[src/rtl/serial_comp_ctrl_if.sv]
`default_nettype none
// ============================================================================
// Module   : serial_comp_ctrl_if
// Brief    : Request/result bundle for the sequenced wide comparator.
//            The master drives start and the operands. The slave returns the
//            busy/done handshake and the one-hot eq/gt/lt result.
// Revision : 1.0 - initial release
// ============================================================================
interface serial_comp_ctrl_if #(
  parameter int WIDTH = 8
) ();
  logic             start;
  logic [WIDTH-1:0] a;
  logic [WIDTH-1:0] b;
  logic             busy;
  logic             done;
  logic             eq;
  logic             gt;
  logic             lt;

  modport master (
    output start, a, b,
    input  busy, done, eq, gt, lt
  );

  modport slave (
    input  start, a, b,
    output busy, done, eq, gt, lt
  );
endinterface
`default_nettype wire

[src/rtl/serial_comp_ctrl.sv]
`default_nettype none
// ============================================================================
// Module   : serial_comp_ctrl
// Brief    : Sequenced unsigned magnitude comparator. Operands are latched on
//            start and compared 2 bits per cycle, MSB slice first. With
//            EARLY_EXIT the compare stops at the first unequal slice.
//            Otherwise latency is fixed at WIDTH/2 cycles.
// Revision : 1.0 - initial release
// ============================================================================
module serial_comp_ctrl #(
  parameter int WIDTH      = 8,
  parameter int EARLY_EXIT = 1
) (
  input  wire                    clk,
  input  wire                    rst_n,
  serial_comp_ctrl_if.slave      bus
);

  localparam int NS = WIDTH / 2;
  localparam int CW = (NS > 1) ? $clog2(NS) : 1;

  typedef enum logic [1:0] {
    IDLE = 2'd0,
    CMP  = 2'd1,
    DONE = 2'd2
  } state_t;

  state_t           state_q, state_d;
  logic [WIDTH-1:0] sa_q, sa_d;
  logic [WIDTH-1:0] sb_q, sb_d;
  logic [CW-1:0]    cnt_q, cnt_d;
  logic             diff_q, diff_d;    // a difference has been recorded
  logic             dgt_q, dgt_d;      // recorded difference favours A
  logic             eq_q, eq_d;
  logic             gt_q, gt_d;
  logic             lt_q, lt_d;

  logic [1:0]       slice_a;
  logic [1:0]       slice_b;
  logic             slice_ne;
  logic             slice_gt;
  logic             res_diff;
  logic             res_gt;
  logic             finish;

  // State and datapath registers; reset clears everything, which also drops
  // busy/done/flags immediately because outputs decode from these flops.
  always_ff @(posedge clk or negedge rst_n) begin
    if (!rst_n) begin
      state_q <= IDLE;
      sa_q    <= '0;
      sb_q    <= '0;
      cnt_q   <= '0;
      diff_q  <= 1'b0;
      dgt_q   <= 1'b0;
      eq_q    <= 1'b0;
      gt_q    <= 1'b0;
      lt_q    <= 1'b0;
    end else begin
      state_q <= state_d;
      sa_q    <= sa_d;
      sb_q    <= sb_d;
      cnt_q   <= cnt_d;
      diff_q  <= diff_d;
      dgt_q   <= dgt_d;
      eq_q    <= eq_d;
      gt_q    <= gt_d;
      lt_q    <= lt_d;
    end
  end

  // Next-state logic: accept start in IDLE/DONE, walk slices in CMP.
  always_comb begin
    state_d  = state_q;
    sa_d     = sa_q;
    sb_d     = sb_q;
    cnt_d    = cnt_q;
    diff_d   = diff_q;
    dgt_d    = dgt_q;
    eq_d     = eq_q;
    gt_d     = gt_q;
    lt_d     = lt_q;

    slice_a  = sa_q[WIDTH-1 -: 2];
    slice_b  = sb_q[WIDTH-1 -: 2];
    slice_ne = (slice_a != slice_b);
    slice_gt = (slice_a > slice_b);
    // An earlier recorded difference always dominates the current slice.
    res_diff = diff_q | slice_ne;
    res_gt   = diff_q ? dgt_q : slice_gt;
    finish   = ((EARLY_EXIT != 0) && slice_ne) || (cnt_q == '0);

    case (state_q)
      IDLE, DONE: begin
        if (bus.start) begin
          state_d = CMP;
          sa_d    = bus.a;
          sb_d    = bus.b;
          cnt_d   = CW'(NS - 1);
          diff_d  = 1'b0;
          dgt_d   = 1'b0;
          eq_d    = 1'b0;
          gt_d    = 1'b0;
          lt_d    = 1'b0;
        end else if (state_q == DONE) begin
          state_d = IDLE;
        end
      end
      CMP: begin
        if (slice_ne && !diff_q) begin
          diff_d = 1'b1;
          dgt_d  = slice_gt;
        end
        sa_d  = sa_q << 2;
        sb_d  = sb_q << 2;
        cnt_d = cnt_q - CW'(1);
        if (finish) begin
          state_d = DONE;
          eq_d    = !res_diff;
          gt_d    = res_diff & res_gt;
          lt_d    = res_diff & !res_gt;
        end
      end
      default: state_d = IDLE;
    endcase
  end

  assign bus.busy = (state_q == CMP);
  assign bus.done = (state_q == DONE);
  assign bus.eq   = eq_q;
  assign bus.gt   = gt_q;
  assign bus.lt   = lt_q;

endmodule
`default_nettype wire

[src/flat_wrapper.sv]
// flat-port wrapper written by rule: the top's interface ports become plain ports
module serial_comp_ctrl_flat 
#(
  parameter int WIDTH      = 8,
  parameter int EARLY_EXIT = 1
)
  (clk, rst_n, bus_start, bus_a, bus_b, bus_busy, bus_done, bus_eq, bus_gt, bus_lt);
  serial_comp_ctrl_if #(.WIDTH(WIDTH)) bus_i ();
  input  wire clk;
  input  wire rst_n;
  input wire logic [$bits(bus_i.start)-1:0] bus_start;
  input wire logic [$bits(bus_i.a)-1:0] bus_a;
  input wire logic [$bits(bus_i.b)-1:0] bus_b;
  output wire logic [$bits(bus_i.busy)-1:0] bus_busy;
  output wire logic [$bits(bus_i.done)-1:0] bus_done;
  output wire logic [$bits(bus_i.eq)-1:0] bus_eq;
  output wire logic [$bits(bus_i.gt)-1:0] bus_gt;
  output wire logic [$bits(bus_i.lt)-1:0] bus_lt;
  assign bus_i.start = bus_start;
  assign bus_i.a = bus_a;
  assign bus_i.b = bus_b;
  assign bus_busy = bus_i.busy;
  assign bus_done = bus_i.done;
  assign bus_eq = bus_i.eq;
  assign bus_gt = bus_i.gt;
  assign bus_lt = bus_i.lt;
  serial_comp_ctrl #(.WIDTH(WIDTH), .EARLY_EXIT(EARLY_EXIT)) u_core (.clk(clk), .rst_n(rst_n), .bus(bus_i));
endmodule
[config.mk]
export PLATFORM = sky130hd
export DESIGN_NAME = serial_comp_ctrl_flat
export DESIGN_NICKNAME = d
export VERILOG_FILES = /design/src/rtl/serial_comp_ctrl_if.sv /design/src/rtl/serial_comp_ctrl.sv /design/src/flat_wrapper.sv
export SDC_FILE = /design/constraint.sdc
export NUM_CORES = 1
export LEC_CHECK = 0
export ABC_CLOCK_PERIOD_IN_PS = 1450
export CAP_MARGIN = 20
export CORE_MARGIN = 4
export CORE_UTILIZATION = 40
export CTS_CLUSTER_SIZE = 20
export DETAILED_ROUTE_END_ITERATION = 8
export PLACE_DENSITY = 0.61
export SLEW_MARGIN = 20
export SYNTH_ARGS = -nofsm -noshare
export SYNTH_HDL_FRONTEND = slang
export SYNTH_SLANG_ARGS = --single-unit
[constraint.sdc]
create_clock -name clk -period 1.45 [get_ports clk]
set_input_delay 0.2175 -clock clk [delete_from_list [all_inputs] [get_ports clk]]
set_output_delay 0.2175 -clock clk [all_outputs]
set_load 0.02 [all_outputs]
== After elaboration in Yosys (flattened, before gate mapping) ==
Index checks and enable logic that the tools add are counted.

* Register bits after elaboration: 25
* Output and inout bits: 5

* Add/sub/neg operators: 1
* $lt $le $gt $ge: 1
* Equal/unequal tests: 7
* Muxes and demuxes: 22
* Bitwise logic cells: 3
* Reductions and logical operators: 13

{| class="wikitable"
|+ Operators with widths
! cell !! number
|-
| 8-bit case mux with 2 select lines || 2
|-
| 8-bit two-way mux || 2
|-
| 1-bit case mux with 2 select lines || 5
|-
| 2-bit two-way mux || 4
|-
| 2-bit case mux with 2 select lines || 2
|-
| 1-bit two-way mux || 7
|-
| 3-bit AND reduction || 2
|-
| 2-bit logical NOT || 2
|-
| 2-bit by 1-bit != test with 1-bit output (second input constant) || 2
|-
| 2-bit AND reduction || 2
|-
| 1-bit logical NOT || 3
|-
| 3-bit != test (second input constant) || 1
|-
| 1-bit bitwise AND || 2
|-
| 2-bit by 1-bit equality test with 1-bit output (second input constant) || 1
|-
| 2-bit equality test (second input constant) || 1
|-
| 2-bit greater-than comparator || 1
|-
| 2-bit != test || 1
|-
| 2-bit != test (second input constant) || 1
|-
| 2-bit nonzero test || 1
|-
| 2-bit OR reduction || 1
|-
| 2-bit by 1-bit subtractor with 2-bit output (second input constant) || 1
|-
| 1-bit logical AND || 1
|-
| 1-bit logical OR || 1
|-
| 1-bit OR || 1
|}

== Depth between registers and ports, before layout ==
Gate-level depths: netlist of run 1.

* Depth after elaboration: 6
* Mapped depth: 5
* Depth with buffers taken out: 5

== Worst setup path after synthesis of run 1 ==
No wires, ideal clock.

* Kind: register to register
* Start: register u_core.sb_q[7]
* End: register u_core.gt_q, in the netlist u_core.bus.gt
* Setup time: 0.143 ns
* Data arrival time: 1.143 ns
* Data required time: 1.307 ns
* Path slack: 0.164 ns
* Cell stages (with the launch flop): 6
* Buffers on the path: 0
* Clock period less this slack: 1.286 ns
* Cells stage by stage: dfrtp_1 -> inv_1 -> ha_1 -> nor2b_1 -> o21ai_0 -> a32oi_1

* Cells in the longest elaborated chain, start to end: 5
* Elaborated cells between the ends (all ways): 10
* Those cells by class: order compare (1); eq/ne (2); mux (3); bitwise (2); reduce/logical (2)

{| class="wikitable"
|+ Ends and longest elaborated chain
! element !! line !! text
|-
| start, declared || serial_comp_ctrl.sv:30 || <nowiki>logic [WIDTH-1:0] sb_q, sb_d;</nowiki>
|-
| start signal, assigned || serial_comp_ctrl.sv:52 || <nowiki>sb_q <= '0;</nowiki>
|-
| start signal, assigned || serial_comp_ctrl.sv:62 || <nowiki>sb_q <= sb_d;</nowiki>
|-
| 2-bit greater-than comparator / 2-bit != test (equally long branches) || serial_comp_ctrl.sv:87, serial_comp_ctrl.sv:86 ||
|-
| 1-bit two-way mux / 1-bit OR (equally long branches) || serial_comp_ctrl.sv:90, serial_comp_ctrl.sv:89 ||
|-
| 1-bit bitwise AND || serial_comp_ctrl.sv:120 || <nowiki>gt_d = res_diff & res_gt;</nowiki>
|-
| 1-bit two-way mux || serial_comp_ctrl.sv:117 || <nowiki>if (finish) begin</nowiki>
|-
| 1-bit case mux with 2 select lines || serial_comp_ctrl.sv:93 || <nowiki>case (state_q)</nowiki>
|-
| end signal, assigned || serial_comp_ctrl.sv:67 || <nowiki>gt_q <= gt_d;</nowiki>
|-
| end, declared || serial_comp_ctrl.sv:35 || <nowiki>logic gt_q, gt_d;</nowiki>
|}

Parallel ways exist; a longest one is shown, timed or not. The select of a mux whose other input is x is not followed.
A chain may end at the register's enable or synchronous reset.

== Worst setup path in the final report of run 1 ==
* Start: register u_core.sa_q[6]
* End: register u_core.lt_q, in the netlist u_core.bus.lt

* Cells in the longest elaborated chain, start to end: 6
* Elaborated cells between the ends (all ways): 11
* Those cells by class: order compare (1); eq/ne (2); mux (3); bitwise (2); reduce/logical (3)

{| class="wikitable"
|+ Ends and longest elaborated chain
! element !! line !! text
|-
| start, declared || serial_comp_ctrl.sv:29 || <nowiki>logic [WIDTH-1:0] sa_q, sa_d;</nowiki>
|-
| start signal, assigned || serial_comp_ctrl.sv:51 || <nowiki>sa_q <= '0;</nowiki>
|-
| start signal, assigned || serial_comp_ctrl.sv:61 || <nowiki>sa_q <= sa_d;</nowiki>
|-
| 2-bit greater-than comparator || serial_comp_ctrl.sv:87 || <nowiki>slice_gt = (slice_a > slice_b);</nowiki>
|-
| 1-bit two-way mux || serial_comp_ctrl.sv:90 || <nowiki>res_gt = diff_q ? dgt_q : slice_gt;</nowiki>
|-
| 1-bit logical NOT || serial_comp_ctrl.sv:121 || <nowiki>lt_d = res_diff & !res_gt;</nowiki>
|-
| 1-bit bitwise AND || serial_comp_ctrl.sv:121 ||
|-
| 1-bit two-way mux || serial_comp_ctrl.sv:117 ||
|-
| 1-bit case mux with 2 select lines || serial_comp_ctrl.sv:93 ||
|-
| end signal, assigned || serial_comp_ctrl.sv:68 || <nowiki>lt_q <= lt_d;</nowiki>
|-
| end, declared || serial_comp_ctrl.sv:36 || <nowiki>logic lt_q, lt_d;</nowiki>
|}

Parallel ways exist; a longest one is shown, timed or not. The select of a mux whose other input is x is not followed.

==> results of run 1 <==
==> logic make-up (layout without fill, tap and decap cells) <==
kind of cell	after synthesis	count (layout)	synth area share
flip-flops	25	25	0.5359
AND/OR/NAND/NOR	53	53	0.2015
adder cells (fa/ha/maj)	3	3	0.03216
AO/OA/AOI/OAI	29	29	0.1747
buffers and inverters	13	42	0.05573
==> sequential cells by signal (all words and copies together) (netlist names) <==
signal	flops
u_core.bus.lt	1
u_core.dgt_q	1
u_core.sa_q	8
u_core.cnt_q	2
u_core.diff_q	1
u_core.sb_q	8
u_core.state_q	2
u_core.bus.gt	1
u_core.bus.eq	1
==> final cells by class <==
type                       instances  area, sq um
timing repair buffer              32        296.5
inverter                           6        22.52
clock buffer                       3        22.52
tap                               31        38.79
clock inverter                     1        7.507
multi-input combinational         85        505.5
sequential                        25        625.6
fill                             283         1262
==> metal layers <==
layer	vias to the layer above	global-route usage	wire [microns]
met1	436	0.2026	1208
met4	0	0.05455	19
li1	484	-	-
met5	-	0	0
met2	20	0.2175	1113
met3	2	0.02273	102
==> how the worst min path moves through the flow <==
stage | from | endpoint
after floorplan | rst_n | u_core.bus.eq
after global placement | u_core.cnt_q[0] | u_core.cnt_q[0]
after detailed placement | u_core.cnt_q[0] | u_core.cnt_q[0]
after CTS | rst_n | u_core.cnt_q[1]
after global routing | rst_n | u_core.sb_q[2]
final | rst_n | u_core.cnt_q[1]
==> metrics by stage <==
stage | setup WS [ns] | utilization | cell area, sq um
6_report | 0.06776 | 0.5461 | 1519
5_1_grt | -0.0002598 | 0.5461 | 1519
4_1_cts | 0.002458 | 0.5340 | 1485
3_5_place_dp | -0.04572 | 0.5245 | 1459
3_3_place_gp | -0.01486 | 0.5245 | 1459
2_1_floorplan | 0.1638 | - | 1167
==> repair_timing <==
item | 4_1_cts | 5_1_grt
resized for setup | 7 | 6
endpoints found under the setup margin | 5 | 4
hold buffers | 0 | 0
gates cloned | 0 | 0
setup buffers | 0 | 2
==> cell usage in the layout, fill, tap and decap left out <==
master | Yosys | routed
buf_4 | 3 | 8
a22oi_1 | 1 | 1
clkinvlp_4 | 0 | 1
a32oi_1 | 1 | 1
buf_2 | 4 | 1
a21o_1 | 1 | 1
nor3_2 | 1 | 1
a221oi_2 | 1 | 1
nor2_1 | 12 | 12
clkbuf_4 | 0 | 3
nor3_1 | 2 | 2
ha_1 | 3 | 1
nor2_2 | 1 | 1
dlygate4sd2_1 | 0 | 3
a32o_1 | 1 | 1
inv_1 | 5 | 5
nand2_1 | 28 | 28
ha_4 | 0 | 2
nor4b_1 | 1 | 1
o22ai_1 | 1 | 1
nand2b_1 | 3 | 3
a31oi_1 | 12 | 12
nor2b_1 | 3 | 3
clkbuf_2 | 0 | 1
and2_1 | 1 | 1
a211o_1 | 1 | 1
clkdlybuf4s50_1 | 0 | 18
and3_1 | 1 | 1
o21ai_2 | 0 | 1
buf_12 | 0 | 1
a21oi_1 | 3 | 3
dfrtp_1 | 25 | 25
inv_2 | 1 | 1
a22o_1 | 4 | 4
o21ai_0 | 2 | 2
==> report_power, final <==
part           internal (mW)  switching, mW  total (mW)
Combinational          0.734          0.855        1.59
Sequential              1.02          0.209        1.23
Clock                  0.105          0.213       0.318
Total                   1.86           1.28        3.14
==> impl_results.md, run 1 <==
- Result of the run: complete, no violations
- HPWL after detailed placement: 1771 microns
- Gr usage total: 0.1425
- Routability cong.: 0.7605
- Total number of H-tree levels: 1
- Clk Latency, worst-skew pair: 0.31 ns
- Clk sinks: 25
- Worst path cell trace: inv_1 -> ha_4 -> a21oi_1 -> o21ai_0 -> buf_4 -> a32o_1
- Leakage Power: 0.7149 nW
- Async set-reset flop share out of synthesis: 1.000
- Die area: 0.003846 sq mm
- Syn-to-layout area delta: 30.12%
- Top-area cell type share of the netlist area: 0.5359
- Synth area leaders: dfrtp_1, nand2_1, a31oi_1
- Vias in the first global route: 908
- Distinct cells, synth: 28
- Fin cells: 183
- Syn Nets: 145
- Seq/Total Area, Yosys: 0.5359
- Die width: 62.02 microns
- CTS tree: yes
- MaxCap Viol Count: 0
- Cell Pwr Density: 2066 mW/mm^2
- Total Power: 3.138 mW
- Crit path from: u_core.sa_q[6]
- Slew HR: 0.7878
- Root Driver: clkbuf_4
- Effective utilization at floorplan: 0.4197
- Final worst path period need: 1.382 ns
- Initial DRC count: 20
- Register clock-pin slew on the reported worst setup and hold paths: 0.14 ns
- Worst-case reg-to-reg path depth: 6
- Chip height: 62.02 microns
- Diodes inserted: 0
- Achievable Freq: 723.5 MHz
- Crit share post-route: 0.9533
- Overflow after GRT: 0
- Maximum clock insertion buffer count: 2
- Antenna violations before repair: 0
- Core outline area: 0.002781 sq mm
- IO Port Bufs: 23
- Nets: 175
- Share of layout cells above drive strength 1: 0.1447
- Critical path peak fanout: 3
- Vias per inst: 5.148
- Antenna Nets Post-Route: 0
- Startpoint Class: flop
- CP required: 1.67 ns
- Peak VDD IR: 1.561 mV
- Fin. max-slew vios: 0
- Synth warn: 0
- Worst min-delay path class: primary input to asynchronous set/reset pin
- # rows: 19
- Routed WL per cell: 13.36 microns
- R2R Path End: u_core.bus.lt
- Area leader, netlist: dfrtp_1
- R2r setup slk: 0.07 ns
- Syn Std Cell Area: 0.001167 sq mm
- Synth Instances: 123
- Placed Cells incl. Taps: 177
- Post-synth top flop: dfrtp_1
- Final Hold Fails: 0
- Num CTS Buffers: 3
- CP top delay family: compound AO/OA/AOI/OAI gates
- Cell with the most instances after synthesis: nand2_1
- Final setup viols: 0
- WP data arrival: 1.60 ns
- Avg Cell Area, Syn: 9.491 sq um
- Largest net degree at the start of global routing: 33
- Min Hold Slack: 0.2405 ns
- Vias: 942
- Synth cell count leaders: nand2_1, dfrtp_1, a31oi_1, nor2_1, inv_1
- Drc violations: 0
- Post-synth EDFFs: 0
- Reg2Reg Launch Point: u_core.sa_q[6]
- Stages on worst setup path: 6
- Crit path kind: flop to flop
- Drt pass-1 iters: 4
- Top Ports: 24
- Clk_skew: 0.004257 ns
- Worst setup path endpoint: u_core.bus.lt
- Largest stage delay, worst path: 0.41 ns
- Worst-margin pin slew: 0.3183 ns
- First-pass GRT wire length: 4043 microns
- Number of synthesized register bits: 25
- Crit path max-delay cell type: dfrtp_1
- Worst path buffer plus inverter count: 2
- Setup TNS: 0 ns
- CP Capture Type: flop
- Post-Route WL: 2444 microns
Power figures use the tool's default switching activity.
==> run 2, diff against run 1 <==
- CORE_UTILIZATION: 40 -> 45
- PLACE_DENSITY: 0.61 -> 0.68
==> impl_results.md, run 2 (synthesized netlist as in run 1, its figures left out) <==
- Clk Latency, worst-skew pair: 0.31 ns
- Post-Route WL: 2361 microns
- Drc violations: 0
- Chip height: 58.93 microns
- Final setup viols: 0
- Worst path buffer plus inverter count: 0
- Register clock-pin slew on the reported worst setup and hold paths: 0.13 ns
- Largest stage delay, worst path: 0.42 ns
- WP data arrival: 1.57 ns
- Vias: 931
- Result of the run: complete, no violations
- IO Port Bufs: 23
- Largest regs: u_core.sa_q (8), u_core.sb_q (8)
- RSZ-0062 raised after global routing: false
- Critical path peak fanout: 4
- Maximum clock insertion buffer count: 2
- Worst path cell trace: ha_1 -> nand2_1 -> nor3_1 -> a211o_1
- Nets: 173
- Worst-case reg-to-reg path depth: 4
- Die width: 58.93 microns
- Effective utilization at floorplan: 0.4712
- Largest net degree at the start of global routing: 33
- Clk_skew: 0.009913 ns
- Diodes inserted: 0
- Antenna violations before repair: 0
- Slew HR: 0.7919
- Final worst setup slack: 0.07650 ns
- Top Ports: 24
- Setup TNS: 0 ns
- Placed Cells incl. Taps: 176
- Initial DRC count: 14
- Post CTS Setup Buffer Count: 0
- Most common cell after layout, fill and taps aside: nand2_1
- Stages on worst setup path: 4
- Routed WL per cell: 13.12 microns
- Cell Pwr Density: 2052 mW/mm^2
- Core outline area: 0.002477 sq mm
- Peak VDD IR: 1.352 mV
- # rows: 18
- Share of layout cells above drive strength 1: 0.1333
- Hold Buf Count CTS: 0
- Crit path max-delay cell type: dfrtp_1
- CP top delay family: flip-flops
- Commonest non-fill, non-tap cells in the layout: nand2_1, dfrtp_1, clkdlybuf4s50_1
- First-pass GRT wire length: 4050 microns
- Setup Slack @ Placement: 0.002147 ns
- Die area: 0.003473 sq mm
- MaxCap Viol Count: 0
- Final worst path period need: 1.374 ns
- Worst min-delay path class: primary input to asynchronous set/reset pin
- CTS tree: yes
- Achievable Freq: 728.1 MHz
- HPWL after detailed placement: 1785 microns
- Num CTS Buffers: 3
- Clk sinks: 25
- Drt pass-1 iters: 4
- Reg2Reg Launch Point: u_core.sa_q[7]
- Antenna Nets Post-Route: 0
- Vias per inst: 5.172
- Vias in the first global route: 929
- Multi-input logic area: 493.0 sq um
- Crit share post-route: 0.9472
- Crit path kind: flop to flop
- R2R Path End: u_core.bus.eq
- Total number of H-tree levels: 1
- Leakage Power: 0.7059 nW
- CP required: 1.65 ns
- Syn-to-layout area delta: 26.26%
- Worst setup path endpoint: u_core.bus.eq
- R2r setup slk: 0.08 ns
- CP Capture Type: flop
- Routability cong.: 0.7315
- Final core occ: 0.5949
- Fin cells: 180
- Overflow after GRT: 0
- Gr usage total: 0.1526
- Fin. max-slew vios: 0
- Startpoint Class: flop
- Worst-margin pin slew: 0.3121 ns
- Root Driver: clkbuf_4
- Total Power: 3.025 mW
- Crit path from: u_core.sa_q[7]
- Layout fillers: 243
- Register Area: 625.6 sq um
- Final Hold Fails: 0
[run 2: stage by stage]
stage	cell area, sq um	hold slack, ns
after floorplan	1167	-0.07809
after CTS	1469	0.2663
after global routing	1474	0.2765
after detailed placement	1445	0.4656
after global placement	1445	0.4592
final	1474	0.2645
[run 2: how the worst min path moves through the flow]
stage	endpoint	cells after the start	slack (ns)
final	u_core.dgt_q	2	0.26
after global routing	u_core.state_q[1]	2	0.28
after CTS	u_core.dgt_q	2	0.27
after detailed placement	u_core.cnt_q[0]	1	0.47
after global placement	u_core.cnt_q[0]	1	0.46
after floorplan	u_core.bus.eq	0	-0.08
[run 2: report_power, final]
| group | switching [mW] | total (mW) | internal, mW |
|---|---|---|---|
| Sequential | 0.199 | 1.22 | 1.02 |
| Combinational | 0.855 | 1.51 | 0.651 |
| Clock | 0.190 | 0.297 | 0.107 |
| Total | 1.24 | 3.03 | 1.78 |
[run 2: timing repair]
action / CTS / global route
gates resized for setup: 9 / 6
endpoints found under the setup margin: 6 / 4
pin swaps: 0 / 0
[run 2: layer usage]
metal  global-route usage  part of all wire  vias to the layer above
met1               0.2062              0.51                      433
li1                     -                 -                      477
met4              0.02913            0.0051                        0
met2               0.2492              0.44                       19
met3              0.03947             0.040                        2
met5                    0                 0                        -
[run 2: worst reg2reg max path: cells and delay by family (launching register included)]
family | cells | cell delay [ns]
AO/OA/AOI/OAI | 1 | 0.30
AND/OR/NAND/NOR | 2 | 0.22
flip-flops | 1 | 0.42
adder cells (fa/ha/maj) | 1 | 0.33
[run 2: final cells by class]
class / count / share of cell area
clock buffers: 4 / 0.01783
inverters: 6 / 0.01528
multi-input cells: 85 / 0.3345
flip-flops and latches: 25 / 0.4244
well taps: 30 / 0.02547
repair buffers: 30 / 0.1825
==> edit 1: new RTL, config.mk and constraints of run 1 <==
Re-encode `state_t` (3 states) as one-hot, 3 bits wide.
--- a/src/rtl/serial_comp_ctrl.sv
+++ b/src/rtl/serial_comp_ctrl.sv
@@ -21,6 +21,6 @@
 
-  typedef enum logic [1:0] {
-    IDLE = 2'd0,
-    CMP  = 2'd1,
-    DONE = 2'd2
+  typedef enum logic [2:0] {
+    IDLE = 3'b001,
+    CMP  = 3'b010,
+    DONE = 3'b100
   } state_t;
Formal check against the unedited RTL: same outputs for any inputs over 10 cycles, from zero or initial values and one cycle with rst_n low; not proved beyond that.
==> edit 1 against run 1 <==
The run now ends with negative setup slack left; critical path depth down 3; design area up 18%; power up 20%; sequential power up 3%; sequential cell count up 1; global-route usage up 2.4 points; clock skew down 0.0027 ns; fmax down 9.2%; die area down 1.5%; non-clock buffer count up 11; wire length up 13%; synthesized area down 1.7%; setup slack worse by 0.14 ns; largest cell class unchanged.
==> edit 1: results (changes against run 1) <==
[outcome]
outcome = finished with violations
violations = negative setup slack

[sta]
final.setup.tns_ns = -0.533  ; -0.533 ns
fin_ws_ns = -0.0723  ; -0.140 ns
fin_hold_ws_ns = 0.226  ; -0.0149 ns
finClkSkew_ns = 0.00154  ; -0.00271 ns
worst_pin_slew_ns = 0.236  ; -0.0825 ns
setup_viol = 19  ; +19

[place]
dp_cells = 182  ; +2.8%
finalWeightedCongestion = 0.764  ; +0.45%
place_hpwl_um = 1840  ; +3.8%

[detailed_routing]
drt-met1-wl_um = 1150  ; -4.5%
met2_length_um = 1470  ; +32%
vias_per_cell = 5.31  ; +3.1%
post_drt_wl_per_cell_um = 14.6  ; +9.1%
wl_met3_um = 89  ; -13%
totalWireLength_um = 2770  ; +13%

[critical_path]
endpoint = bus_busy
timing.rr.start = u_core.state_q[0]$_DFFE_PN1P_
cp_slowest_cell = or3b_4
r2r_end = u_core.sa_q[6]$_DFFE_PN0P_
path_max_fanout = 2  ; -1
critPathArrivalTime_ns = 1.30  ; -0.30 ns
critPathTopFamily = simple AND/OR/NAND/NOR gates
r2r_setup_slack_ns = -0.04  ; -0.11 ns

[logic_synthesis]
ys_seq_area_share_pct = 56.8  ; +3.2 points
synth.net_count = 139  ; -4.1%
ys_top_cells_by_area = dfrtp_1, nor2_1, o22ai_1
syn_inst = 117  ; -4.9%
synth_common_cells = dfrtp_1, nor2_1, nand2_1
ys_types = 30  ; +7.1%
yosysWarningCount = 0  ; unchanged

[finish]
drive_gt1_share_pct = 35.8  ; +21 points
reg_top3 = u_core.sa_q: 8 flops, u_core.sb_q: 8 flops, u_core.state_q: 3 flops

[clock_tree]
clkLatencyLatePin_ns = 0.32
cts_setup_buffers = 3  ; +3
cts_resized = 38  ; +31

[grt]
grt_pass1_wl_um = 4560  ; +13%
grt_pass1_vias = 1043  ; +15%
grt_use_met1_pct = 19.7  ; -0.58 points
grt_max_degree = 27  ; -18%
grt_util_met2_pct = 29.6  ; +7.9 points
grtUsageMet3_pct = 2.10  ; -0.18 points
grt_use_total_pct = 16.6  ; +2.4 points

[pwr]
peakVddDrop_v = 0.00144  ; -7.4%
power_frac_comb_pct = 56.5  ; +5.9 points
p_leak_nw = 0.813  ; +14%
p_clk_share_pct = 9.9  ; -0.2 points
power.share.switching_pct = 38.2  ; -2.5 points

## edit 1: cell families after synthesis
family	Yosys count	synth area share (%)
simple gates	47	17.8
fa+ha+maj	3	3.27
compound gates	27	15.7
mux	1	0.872
flops	26	56.8
buf+inv	12	4.80
xor+xnor	1	0.763
## edit 1: per-stage QoR
step / total power, mW / setup slack, ns / area, um^2 / utilization, %
final: 3.78 / -0.0723 / 1790 / 64.8
after detailed placement: 2.83 / -0.191 / 1540 / 55.8
after global placement: 2.77 / -0.170 / 1540 / 55.8
after CTS: 3.60 / -0.0864 / 1730 / 62.8
after global routing: 4.06 / -0.116 / 1790 / 64.8
after floorplan: 2.15 / 0.00454 / 1150 / -
## edit 1: area by class of cell
class | instances | area, um^2
clock buffers | 4 | 36.3
fillers | 234 | 970
inverters | 7 | 31.3
multi-input cells | 79 | 599
flip-flops and latches | 26 | 652
well taps | 31 | 38.8
repair buffers | 43 | 430
==> edit 2: new RTL, settings of run 1 <==
Made on the original files. `sa_q` no longer has a reset.
--- a/src/rtl/serial_comp_ctrl.sv
+++ b/src/rtl/serial_comp_ctrl.sv
@@ -50,3 +50,2 @@
       state_q <= IDLE;
-      sa_q    <= '0;
       sb_q    <= '0;
@@ -60,3 +59,2 @@
       state_q <= state_d;
-      sa_q    <= sa_d;
       sb_q    <= sb_d;
@@ -69,2 +67,6 @@
     end
+  end
+
+  always_ff @(posedge clk) begin
+    sa_q <= sa_d;
   end
Check against the original RTL: no difference found for any inputs over 10 cycles, from zero or initial values and one cycle with rst_n low; that may be too few to reach the edited logic, so the function may still have changed.
==> edit 2 against run 1 <==
Synthesized area rose by 0.43%; die area rose by 0.39%; utilization rose by 0.36 points; count of clock-buffer cells in the layout did not move; power rose by 4.0%; via count fell by 3.1%; worst hold slack got worse by 0.056 ns; sequential cell count did not move; setup slack got worse by 0.015 ns; design area rose by 0.66%; wire length fell by 0.86%; synthesized cell count fell by 4.9%; critical path type is now reg -> out.
==> edit 2: results (changes against run 1) <==
[detailed_routing]
totalWireLength_um = 2420  ; -0.86%
first_pass_iters = 5  ; +1
drtIter0Drc = 41  ; +110%
vias_per_cell = 5.19  ; +0.78%

[clock_tree]
cts_root_buf = clkbuf_4
cts_resized = 12  ; +5
cts_made_buffers = 3  ; unchanged
clkLatencyLatePin_ns = 0.33  ; +0.02 ns

[logic_synthesis]
ys_top_cells_by_area = dfrtp_1, edfxtp_1, nand2_1
synth.net_count = 139  ; -4.1%
ys_seq_area_share_pct = 56.8  ; +3.2 points
ys_types = 25  ; -11%
synthArstFlopShare_pct = 68.0  ; -32 points
synth_common_cells = nand2_1, dfrtp_1, edfxtp_1
synth_edf_count = 8  ; +8

[finish]
nFillCells = 255  ; -9.9%
final_nets = 168  ; -4.0%
drive_gt1_share_pct = 15.2  ; +0.70 points

[sta]
worst_pin_slew_ns = 0.288  ; -0.0301 ns
finClkSkew_ns = 0.0115  ; +0.00723 ns

[pwr]
p_leak_nw = 0.714  ; -0.17%
peakVddDrop_v = 0.00128  ; -18%

[grt]
grt_pass1_vias = 879  ; -3.2%
grt_pass1_wl_um = 4000  ; -1.0%
grt_use_total_pct = 13.0  ; -1.3 points
grt_max_degree = 24  ; -27%

[place]
placed_area_um2 = 1470  ; +0.86%
finalWeightedCongestion = 0.780  ; +2.6%
place_hpwl_um = 1750  ; -1.2%

[critical_path]
path_max_fanout = 4  ; +1
critPathArrivalTime_ns = 1.18  ; -0.42 ns

[outcome]
outcome = finished, final reports clean

[edit 2: cell types whose count changed in the layout (fill, tap and decap cells not counted), moves of 2 or more]
cell      before  now
buf_4          8    5
nand2_1       28   36
a22o_1         4    2
dfrtp_1       25   17
mux2i_1        0    2
a31oi_1       12    7
nor2_1        12    7
edfxtp_1       0    8
and2_1         1    3
[edit 2: per-layer routing]
metal | GRT usage (%) | vias up | wire (um)
met4 | 4.88 | 0 | 53
met2 | 21.2 | 30 | 1170
met1 | 16.4 | 434 | 1080
li1 | - | 443 | -
met5 | 0 | - | 0
met3 | 3.24 | 6 | 122
[edit 2: logic make-up (layout without fill, tap and decap cells)]
| group | after synthesis | in the layout | synth area share, % |
|---|---|---|---|
| compound gates | 18 | 18 | 10.2 |
| fa+ha+maj | 3 | 3 | 3.20 |
| buf+inv | 13 | 41 | 6.94 |
| flops | 25 | 25 | 56.8 |
| mux | 2 | 2 | 1.71 |
| simple gates | 56 | 56 | 21.1 |
[edit 2: critical path, stage by stage, from the launching register on]
cell and delay (ns):
dfrtp_1 0.46, nand2b_4 0.12, inv_8 0.03, clkdlybuf4s15_2 0.24
[edit 2: power breakdown]
group	switching (mW)	total [mW]	internal, mW
combinational	0.883	1.64	0.758
clock	0.215	0.318	0.104
sequential	0.190	1.31	1.12
total	1.29	3.26	1.98
[edit 2: cell type report]
cell class	instances	area, um^2	share of cell area [%]
multi-input cells	79	463	30.3
repair buffers	30	300	19.6
clock buffers	3	22.5	1.47
flip-flops and latches	25	666	43.5
well taps	31	38.8	2.54
clock inverters	1	5.00	0.327
inverters	7	33.8	2.21
[edit 2: metrics by stage]
stage	std cells	worst slack (ns)	power, mW	TNS [ns]
global placement	172	-0.0275	2.79	-0.233
finish	176	0.0530	3.26	0
detailed placement	172	-0.0337	2.86	-0.290
CTS	176	0.0176	3.16	0
floorplan	117	0.174	2.35	0
global route	176	0.00551	3.54	0
[edit 2: path summary, 6_finish.rpt]
| check | start | end | slack [ns] | cells after the start |
|---|---|---|---|---|
| hold reg to reg | u_core.cnt_q[0]$_DFFE_PN0P_ | u_core.cnt_q[0]$_DFFE_PN0P_ | 0.48 | 1 |
| max in group asynchronous | rst_n | u_core.state_q[1]$_DFFE_PN0P_ | 1.07 | 2 |
| hold / removal | rst_n | u_core.bus.eq$_DFFE_PN0P_ | 0.18 | 2 |
| setup reg to reg | u_core.sa_q[7]$_DFFE_PP_ | u_core.bus.lt$_DFFE_PN0P_ | 0.08 | 4 |
| min in group clk | bus_b[4] | u_core.sb_q[4]$_DFFE_PN0P_ | 0.43 | 3 |
| setup / recovery | u_core.state_q[0]$_DFFE_PN0P_ | bus_busy | 0.05 | 3 |
